[src/rtl/spm_arbiter.sv]
// Two-master arbiter for a single-port scratchpad memory (rw: 1 = read, 0 = write).
// Define SPM_ARB_RR_EN for a round-robin tie-break; otherwise master 1 wins ties.
module spm_arbiter #(
  parameter int unsigned ADDR_W = 30,
  parameter int unsigned DATA_W = 32
) (
  input  logic              clk,
  input  logic              reset,
  input  logic [ADDR_W-1:0] m0_addr,
  input  logic              m0_as_,
  input  logic              m0_rw,
  input  logic [DATA_W-1:0] m0_wr_data,
  output logic [DATA_W-1:0] m0_rd_data,
  output logic              m0_rdy,
  input  logic [ADDR_W-1:0] m1_addr,
  input  logic              m1_as_,
  input  logic              m1_rw,
  input  logic [DATA_W-1:0] m1_wr_data,
  output logic [DATA_W-1:0] m1_rd_data,
  output logic              m1_rdy,
  output logic [ADDR_W-1:0] spm_addr,
  output logic              spm_as_,
  output logic              spm_rw,
  output logic [DATA_W-1:0] spm_wr_data,
  input  logic [DATA_W-1:0] spm_rd_data
);

  localparam logic RwRead = 1'b1;

  typedef enum logic [1:0] {StIdle, StAck0, StAck1} state_e;

  state_e state_q;
  logic   last_grant_q;
  logic   ack_read_q;
  logic   elig0, elig1, tie_pick0, grant0, grant1;

  // A master in its ACK cycle is still holding the finished request, so it sits out.
  always_comb begin
    elig0 = !reset && !m0_as_ && (state_q != StAck0);
    elig1 = !reset && !m1_as_ && (state_q != StAck1);
`ifdef SPM_ARB_RR_EN
    tie_pick0 = last_grant_q;
`else
    tie_pick0 = 1'b0;
`endif
    grant0 = elig0 && (!elig1 || tie_pick0);
    grant1 = elig1 && !grant0;
  end

  always_comb begin
    if (grant1) begin
      spm_addr    = m1_addr;
      spm_rw      = m1_rw;
      spm_wr_data = m1_wr_data;
    end else begin
      spm_addr    = m0_addr;
      spm_rw      = m0_rw;
      spm_wr_data = m0_wr_data;
    end
    spm_as_ = !(grant0 || grant1);
  end

  always_ff @(posedge clk or posedge reset) begin
    if (reset) begin
      state_q      <= StIdle;
      last_grant_q <= 1'b0;
      ack_read_q   <= 1'b0;
    end else if (grant0) begin
      state_q      <= StAck0;
      last_grant_q <= 1'b0;
      ack_read_q   <= (m0_rw == RwRead);
    end else if (grant1) begin
      state_q      <= StAck1;
      last_grant_q <= 1'b1;
      ack_read_q   <= (m1_rw == RwRead);
    end else begin
      state_q      <= StIdle;
    end
  end

  // Read data comes straight from the SPM in the ACK cycle; writes return zero.
  always_comb begin
    m0_rdy     = (state_q == StAck0);
    m1_rdy     = (state_q == StAck1);
    m0_rd_data = (m0_rdy && ack_read_q) ? spm_rd_data : '0;
    m1_rd_data = (m1_rdy && ack_read_q) ? spm_rd_data : '0;
  end

endmodule
[config.mk]
export PLATFORM = sky130hd
export DESIGN_NAME = spm_arbiter
export DESIGN_NICKNAME = d
export VERILOG_FILES = /design/src/rtl/spm_arbiter.sv
export SDC_FILE = /design/constraint.sdc
export NUM_CORES = 1
export LEC_CHECK = 0
export ABC_CLOCK_PERIOD_IN_PS = 2070
export BUFFER_PORTS_ARGS = -buffer_cell sky130_fd_sc_hd__buf_2
export CAP_MARGIN = 20
export CORE_AREA = 2 2 113 115
export CTS_CLUSTER_DIAMETER = 150
export DETAILED_ROUTE_END_ITERATION = 16
export DIE_AREA = 0 0 115 117
export SYNTH_ARGS = -nofsm -noshare
export SYNTH_HDL_FRONTEND = slang
export SYNTH_SLANG_ARGS = --single-unit
[constraint.sdc]
create_clock -name clk -period 2.07 [get_ports clk]
set_clock_uncertainty 0.2 [all_clocks]
set_input_delay 0.207 -clock clk [delete_from_list [all_inputs] [get_ports clk]]
set_output_delay 0.207 -clock clk [all_outputs]
set_load 0.1 [all_outputs]
* After elaboration in Yosys (flattened, before gate mapping)
Cells that the tools add are included.
** Operators by class
- Multiplexer cells :: 9
- Equal/unequal tests :: 4
- Reductions and logical operators :: 16
** Operator list (count)
- $mux W32 :: 3
- $mux W30 :: 1
- $logic_and A1 B1 Y1 :: 8
- $logic_not A1 Y1 :: 6
- $mux W2 :: 2
- $mux W1 :: 3
- $eq A2 B1 Y1 const B :: 1
- $eq A2 B2 Y1 const B :: 1
- $ne A2 B1 Y1 const B :: 1
- $ne A2 B2 Y1 const B :: 1
- $reduce_bool A2 Y1 :: 1
- $logic_or A1 B1 Y1 :: 1
** Storage, ports and cells
- Register bits after elaboration :: 3
- Bits of input ports :: 162
- Output and inout port bits :: 130
- Logic and storage cells :: 31

* Logic depth before layout (Yosys ltp)
Gate-level depths: netlist of run 1.
- Depth in word-level cells :: 9
- Mapped depth :: 6
- Gate-level depth less buffers :: 4

* Least setup slack after synthesis of run 1
OpenSTA, ideal clock, no wires.
- Kind :: register to output
- Start :: register state_q[0]
- End :: output port m0_rd_data[22]
- Data required time :: 1.663 ns
- Cell stages (with the launch flop) :: 5
- Data arrival time :: 2.626 ns
- Buffers on the path :: 2
- Slack :: -0.963 ns
- Path through :: dfrtp_1 nor2b_1 clkbuf_1 clkbuf_1 and3_1
** Between the ends
- Longest elaborated chain between the ends :: 3
** Ends and longest elaborated chain
- start, declared :: RTL line 32 : state_e state_q;
- start signal, assigned :: RTL line 65 : state_q <= StIdle;
- start signal, assigned :: RTL line 69 : state_q <= StAck0;
- start signal, assigned :: RTL line 73 : state_q <= StAck1;
- $eq A2 B1 Y1 :: RTL line 83 : m0_rdy = (state_q == StAck0);
- via m0_rdy :: RTL line 14 : output logic m0_rdy,
- $logic_and A1 B1 Y1 :: RTL line 85 : m0_rd_data = (m0_rdy && ack_read_q) ? spm_rd_data : '0;
- $mux W32 :: RTL line 85
- end, declared :: RTL line 13 : output logic [DATA_W-1:0] m0_rd_data,
The timed path passes the listed nets, and every way through them passes these cells.

* Final worst setup path of run 1
- Start :: register state_q[1]
- End :: output port spm_addr[4]
** Between the ends
- Longest elaborated chain between the ends :: 7
- Elaborated cells between the ends (all ways) :: 9
- Those cells by class :: eq/ne (2); mux (1); reduce/logical (6)
** Ends and longest elaborated chain
- $ne A2 B2 Y1 :: RTL line 40 : elig1 = !reset && !m1_as_ && (state_q != StAck1);
- $logic_and A1 B1 Y1 :: RTL line 40
- $logic_not A1 Y1 :: RTL line 46 : grant0 = elig0 && (!elig1 || tie_pick0);
- $logic_and A1 B1 Y1 :: RTL line 46
- $logic_not A1 Y1 :: RTL line 47 : grant1 = elig1 && !grant0;
- $logic_and A1 B1 Y1 * :: RTL line 47
- $mux W30 * :: RTL line 51 : if (grant1) begin
- end, declared :: RTL line 21 : output logic [ADDR_W-1:0] spm_addr,
Mark *: on every way between the ends. The rest lies on a longest branch, timed or not.

==> impl_metrics.py, run 1 <==
metrics = {
    "outcome": {
        "status": "complete, but fails checks",
        "violations": "setup timing",
    },
    "setup_path": {
        "crit_chain": "nor2b_4 -> or3_4 -> buf_12 -> mux2_4 -> buf_12",
        "required_ps": 1660,
        "cpMostUsedCell": "buf_12",
        "worstPathArrival_ps": 1860,
        "reg2reg_depth": 5,
        "path_buf_inv": 2,
        "r2r-start": "state_q[0]$_DFF_PP0_",
        "crit-reg2reg-capture": "ack_read_q$_DFFE_PP0P_",
        "critPathSlowestCell": "or3_4",
        "start_kind": "flip-flop",
        "cpPeakStageDelay_ps": 430,
        "worst-setup-path-type": "reg -> out",
        "r2r_slack_ps": 340,
        "cp-end-kind": "primary output",
        "crit_fanout": 18,
        "critPathTopFamily": "simple AND/OR/NAND/NOR gates",
    },
    "floorplanning": {
        "rows": 41,
        "fp.dieH_um": 117,
        "dieWidth_um": 115,
        "coreArea_mm2": 0.0123,
        "io_pins": 292,
        "die_area_mm2": 0.0135,
        "initial_core_util_pct": 12.4,
    },
    "timing": {
        "worst_pin_slew_ps": 382,
        "hold_viol": 0,
        "fmax_mhz": 441,
        "fin_crit_sh_pct": 110,
        "fin_setup_tns_ps": -11060,
        "rsz0062_at_grt": "true",
        "slew_headroom_pct": 74.4,
        "slew_viol_final": 0,
        "setup_ws_ps": -199,
        "finalHoldWorstSlack_ps": 97.9,
        "period_minus_slack_ps": 2270,
        "setup_violations": 63,
    },
    "logic_synthesis": {
        "synth-main-ff-cell": "dfrtp_1",
        "yosysUniqueCellTypes": 18,
        "syn-mean-instance-area_um2": 9.36,
        "yosysSeqAreaShare_pct": 4.92,
        "synth_most_common_cell": "and3_1",
        "ys_top_cells_by_area": "mux2_4 36%, and3_1 26%, mux2_2 19%",
        "synth_seq_cells": 3,
        "synth_commonest_cells": "64 x and3_1, 37 x mux2_4, 26 x mux2_2",
        "syn_nets": 325,
        "syn_inst": 163,
        "yosysTopAreaCell": "mux2_4",
        "synthArstFlopShare_pct": 100,
        "synth_top_area_share_pct": 36.4,
        "netlist_area_mm2": 0.00153,
        "synth_edf_count": 0,
        "yosysWarnings": 0,
    },
    "hold_path": {
        "worstHoldStart": "m1_rw",
        "min_to": "ack_read_q$_DFFE_PP0P_",
        "hold_class": "in -> reg",
        "hold_path_depth": 3,
    },
    "run": {
        "maxCapViolCount": 0,
    },
    "clock_network": {
        "cts_inserted_buffers": 3,
        "clkTransAtPathRegs_ps": 30,
        "cts_root_buf": "clkbuf_16",
        "clock_path_buffers": 2,
        "tritoncts": "yes",
        "cts-htree-levels": 1,
        "clock-sinks": 3,
        "worstSkewPairLatency_ps": 220,
    },
    "global_route": {
        "grt_max_degree": 66,
        "grt_overflow": 0,
        "grt_pass1_vias": 2558,
        "grt_pass1_wl_mm": 14.2,
        "grtUsageTotal_pct": 13.9,
        "antenna_found_initial": 1,
    },
    "drt": {
        "wl_mm": 10.1,
        "detail-route-antenna-nets": 0,
        "routed_via_density": 4.09,
        "first_pass_iters": 4,
        "drc": 0,
        "first_iter_violations": 47,
        "wire_per_inst_um": 16.8,
        "vias": 2463,
    },
    "pwr": {
        "switching_share_pct": 55.6,
        "sequentialPowerShare_pct": 2.5,
        "finalPower_uw": 2700,
        "power_leakage_uw": 0.00279,
        "p_clk_share_pct": 11.4,
        "power_density_mw_per_mm2": 498,
        "p_switching_uw": 1500,
        "vdd_drop_max_uv": 185,
        "combPwrFrac_pct": 86.0,
        "internal_power_uw": 1200,
    },
    "place": {
        "gp_congestion": 0.795,
        "portBuffers": 291,
        "post-dp-hpwl_mm": 8.59,
    },
    "finish": {
        "syn_to_final_growth_pct": 255,
        "drive_gt1_share_pct": 91.6,
        "nNetsFinal": 615,
        "diodes": 0,
    },
}
-- cell usage in the layout (no fill, tap or decap), types with 3 or more instances in the layout --
cell type / instances
buf_2: 161
buf_12: 135
mux2_4: 37
mux2_2: 26
and3_1: 26
and3_2: 22
and3_4: 16
buf_4: 6
dfrtp_1: 3
clkbuf_16: 3
-- final cells by class --
cell class	instances	area, µm²
Sequential cell	3	75.1
Multi-Input combinational cell	137	1450
Fill cell	1159	6890
Inverter	2	7.51
Timing Repair Buffer	306	3630
Tap cell	150	188
Clock buffer	4	78.8
-- power by group through the flow --
stage               clock network, µW  logic [µW]  registers [µW]
finish                            309        2320            68.8
global placement                    0        2290            69.5
detailed placement                  0        2300            69.7
floorplan                           0        1400            67.7
global route                      317        2390            69.3
CTS                               312        2340            68.9
-- kinds of logic (layout without fill, tap and decap cells) --
logic type	Yosys count	count (layout)	share of synthesized area (%)
DFF	3	3	4.92
buffers and inverters	23	312	8.28
AOI/OAI and AO/OA	2	2	0.902
and+or+nand+nor	72	72	30.3
muxes	63	63	55.6
-- timing repair --
| action | 4_1_cts | 5_1_grt |
|---|---|---|
| hold buffers | 1 | 0 |
| cloned | 2 | 0 |
| setup endpoints to repair | 97 | 64 |
| endpoints found under the hold margin | 3 | 0 |
| buffers inserted | 4 | 0 |
| gates resized for setup | 4 | 1 |
-- sequential cells by signal (all words and copies together), names as in the netlist --
signal      count
ack_read_q      1
state_q         2
-- per-stage QoR --
step	area [µm²]	std cells	util, %	setup slack (ps)
floorplan	1650	163	-	-32.3
global placement	5230	591	42.5	-12.5
detailed placement	5230	591	42.5	-10.0
CTS	5430	602	44.1	-203
global route	5430	602	44.1	-230
finish	5430	602	44.1	-199
-- per-layer routing --
metal / vias to the layer above / global-route usage (%) / part of all wire (%)
li1: 1187 / - / -
met1: 1107 / 15.2 / 37
met2: 155 / 26.2 / 53
met3: 12 / 3.40 / 8.9
met4: 2 / 4.26 / 1.7
met5: - / 0 / 0.099
-- how the worst max path moves through the flow --
stage | from | end | cells past startpoint
floorplan | state_q[0]$_DFF_PP0_ | m0_rd_data[22] | 4
global placement | state_q[0]$_DFF_PP0_ | m0_rd_data[0] | 4
detailed placement | state_q[0]$_DFF_PP0_ | m0_rd_data[15] | 4
CTS | state_q[1]$_DFF_PP0_ | spm_addr[4] | 5
global route | state_q[1]$_DFF_PP0_ | spm_wr_data[9] | 5
finish | state_q[1]$_DFF_PP0_ | spm_addr[4] | 5
-- worst register-to-register path, delay by kind of cell, from the launching register on --
kind            cells  cell delay, ps
simple gates        2             610
buf+inv             2             270
compound gates      1             180
flops               1             400
Power figures use the tool's default switching activity.
==> inputs of run 2 (changes only) <==
--- a/config.mk
+++ b/config.mk
@@ -5,7 +5,7 @@
 export SDC_FILE = /design/constraint.sdc
 export NUM_CORES = 1
 export LEC_CHECK = 0
-export ABC_CLOCK_PERIOD_IN_PS = 2070
+export ABC_CLOCK_PERIOD_IN_PS = 2300
 export BUFFER_PORTS_ARGS = -buffer_cell sky130_fd_sc_hd__buf_2
 export CAP_MARGIN = 20
 export CORE_AREA = 2 2 113 115
==> constraint.sdc (replaced) <==
create_clock -name clk -period 2.3 [get_ports clk]
set_clock_uncertainty 0.2 [all_clocks]
set_input_delay 0.23 -clock clk [delete_from_list [all_inputs] [get_ports clk]]
set_output_delay 0.23 -clock clk [all_outputs]
set_load 0.1 [all_outputs]
==> impl_metrics.py, run 2 (same netlist as run 1, synthesis figures left out) <==
metrics = {
    "drt": {
        "drc": 0,
        "routed_via_density": 4.16,
        "vias": 2475,
        "first_pass_iters": 4,
        "first_iter_violations": 71,
        "wl_mm": 10.5,
        "detail-route-antenna-nets": 0,
        "wire_per_inst_um": 17.6,
    },
    "finish": {
        "drive_gt1_share_pct": 86.5,
        "diodes": 0,
        "fin_util_pct": 42.2,
        "syn_to_final_growth_pct": 241,
        "regMostFlops": "state_q",
        "largest_reg_flops": 2,
        "nNetsFinal": 608,
        "mostFrequentLayoutCells": "162 x buf_2, 129 x buf_12, 47 x and3_1",
        "mostFrequentLayoutCell": "buf_2",
        "top_regs": "state_q (2), ack_read_q (1)",
    },
    "place": {
        "post-dp-hpwl_mm": 8.65,
        "portBuffers": 291,
        "dp_slack_ps": 220,
        "gp_congestion": 0.796,
    },
    "clock_network": {
        "clock_path_buffers": 2,
        "clock-sinks": 3,
        "cts_root_buf": "clkbuf_16",
        "clkTransAtPathRegs_ps": 30,
        "tritoncts": "yes",
        "cts_inserted_buffers": 3,
        "worstSkewPairLatency_ps": 220,
        "cts-htree-levels": 1,
    },
    "floorplanning": {
        "fp.dieH_um": 117,
        "die_area_mm2": 0.0135,
        "io_pins": 292,
        "dieWidth_um": 115,
        "coreArea_mm2": 0.0123,
        "initial_core_util_pct": 12.4,
        "rows": 41,
    },
    "setup_path": {
        "critPathSlowestCell": "or3_4",
        "crit_fanout": 28,
        "start_kind": "flip-flop",
        "cpPeakStageDelay_ps": 390,
        "r2r-start": "state_q[0]$_DFF_PP0_",
        "worstPathArrival_ps": 1860,
        "worst-setup-path-type": "reg -> out",
        "crit_chain": "nor2b_4 -> or3_4 -> buf_16 -> mux2_4 -> buf_12",
        "path_buf_inv": 2,
        "worstSetupStartpoint": "state_q[1]$_DFF_PP0_",
        "cp-end-kind": "primary output",
        "critPathTopFamily": "simple AND/OR/NAND/NOR gates",
        "required_ps": 1870,
    },
    "timing": {
        "period_minus_slack_ps": 2290,
        "fin_setup_tns_ps": 0,
        "fin_crit_sh_pct": 99.4,
        "setup_violations": 0,
        "slew_viol_final": 0,
        "rsz0062_at_grt": "true",
        "setup_ws_ps": 14.0,
        "slew_headroom_pct": 67.9,
        "fmax_mhz": 437,
        "hold_viol": 0,
        "worst_pin_slew_ps": 485,
    },
    "pwr": {
        "finalPower_uw": 2390,
        "vdd_drop_max_uv": 188,
        "power_leakage_uw": 0.00276,
        "power_density_mw_per_mm2": 459,
    },
    "global_route": {
        "grt_pass1_vias": 2406,
        "grt_overflow": 0,
        "grt_max_degree": 66,
        "grt_pass1_wl_mm": 13.8,
        "antenna_found_initial": 0,
        "grtUsageTotal_pct": 13.4,
    },
    "hold_path": {
        "hold_class": "in -> reg",
        "worstHoldStart": "m0_as_",
    },
    "outcome": {
        "status": "complete, no violations",
    },
    "run": {
        "maxCapViolCount": 0,
    },
}
## run 2: cell types whose count changed in the layout (fill, tap and decap cells not counted), moves of 2 or more
cell / before / now
buf_4: 6 / 4
and3_1: 26 / 47
and3_2: 22 / 17
buf_12: 135 / 129
and3_4: 16 / 0
## run 2: timing repair
action | CTS | global route
endpoints found under the setup margin | 13 | 56
gates cloned | 0 | 2
gates resized for setup | 0 | 2
buffers inserted | 0 | 0
hold endpoints to repair | 3 | 0
hold buffers | 1 | 0
## run 2: per-stage QoR
step	hold WS, ps	instance area [µm²]	instances
CTS	144	5150	593
global route	165	5200	595
global placement	-53.2	5060	588
floorplan	-216	1550	163
finish	143	5200	595
detailed placement	-46.7	5060	588
## run 2: metal layers
layer | share of wire, % | track usage (%) | vias to the layer above
li1 | - | - | 1170
met1 | 43 | 17.7 | 1127
met2 | 46 | 21.8 | 170
met3 | 9.4 | 3.45 | 8
met4 | 1.4 | 3.45 | 0
met5 | 0 | 0 | -
## run 2: final cells by class
type / instances / area (µm²)
fill: 1167 / 7110
timing repair buffer: 299 / 3500
multi-input combinational: 137 / 1360
tap: 150 / 188
clock buffer: 4 / 78.8
sequential: 3 / 75.1
inverter: 2 / 7.51
## run 2: worst paths after layout
path	slack, ps	endpoint	cells after the start
max in group asynchronous	1500	ack_read_q$_DFFE_PP0P_	3
hold / removal	140	ack_read_q$_DFFE_PP0P_	3
setup reg to reg	540	ack_read_q$_DFFE_PP0P_	4
hold reg to reg	700	ack_read_q$_DFFE_PP0P_	3
min in group asynchronous	270	state_q[1]$_DFF_PP0_	3
setup / recovery	10	spm_wr_data[14]	5
## run 2: worst register-to-register path: stages (launching register included)
cell     delay (ps)
dfrtp_1         400
nor2b_2         160
buf_4           230
or4b_1          490
a31oi_1         180
## run 2: power by group
group	internal [µW]	total, µW	switching (µW)
Combinational	752	2050	1300
Clock	229	279	49.8
Sequential	58.1	60.6	2.54
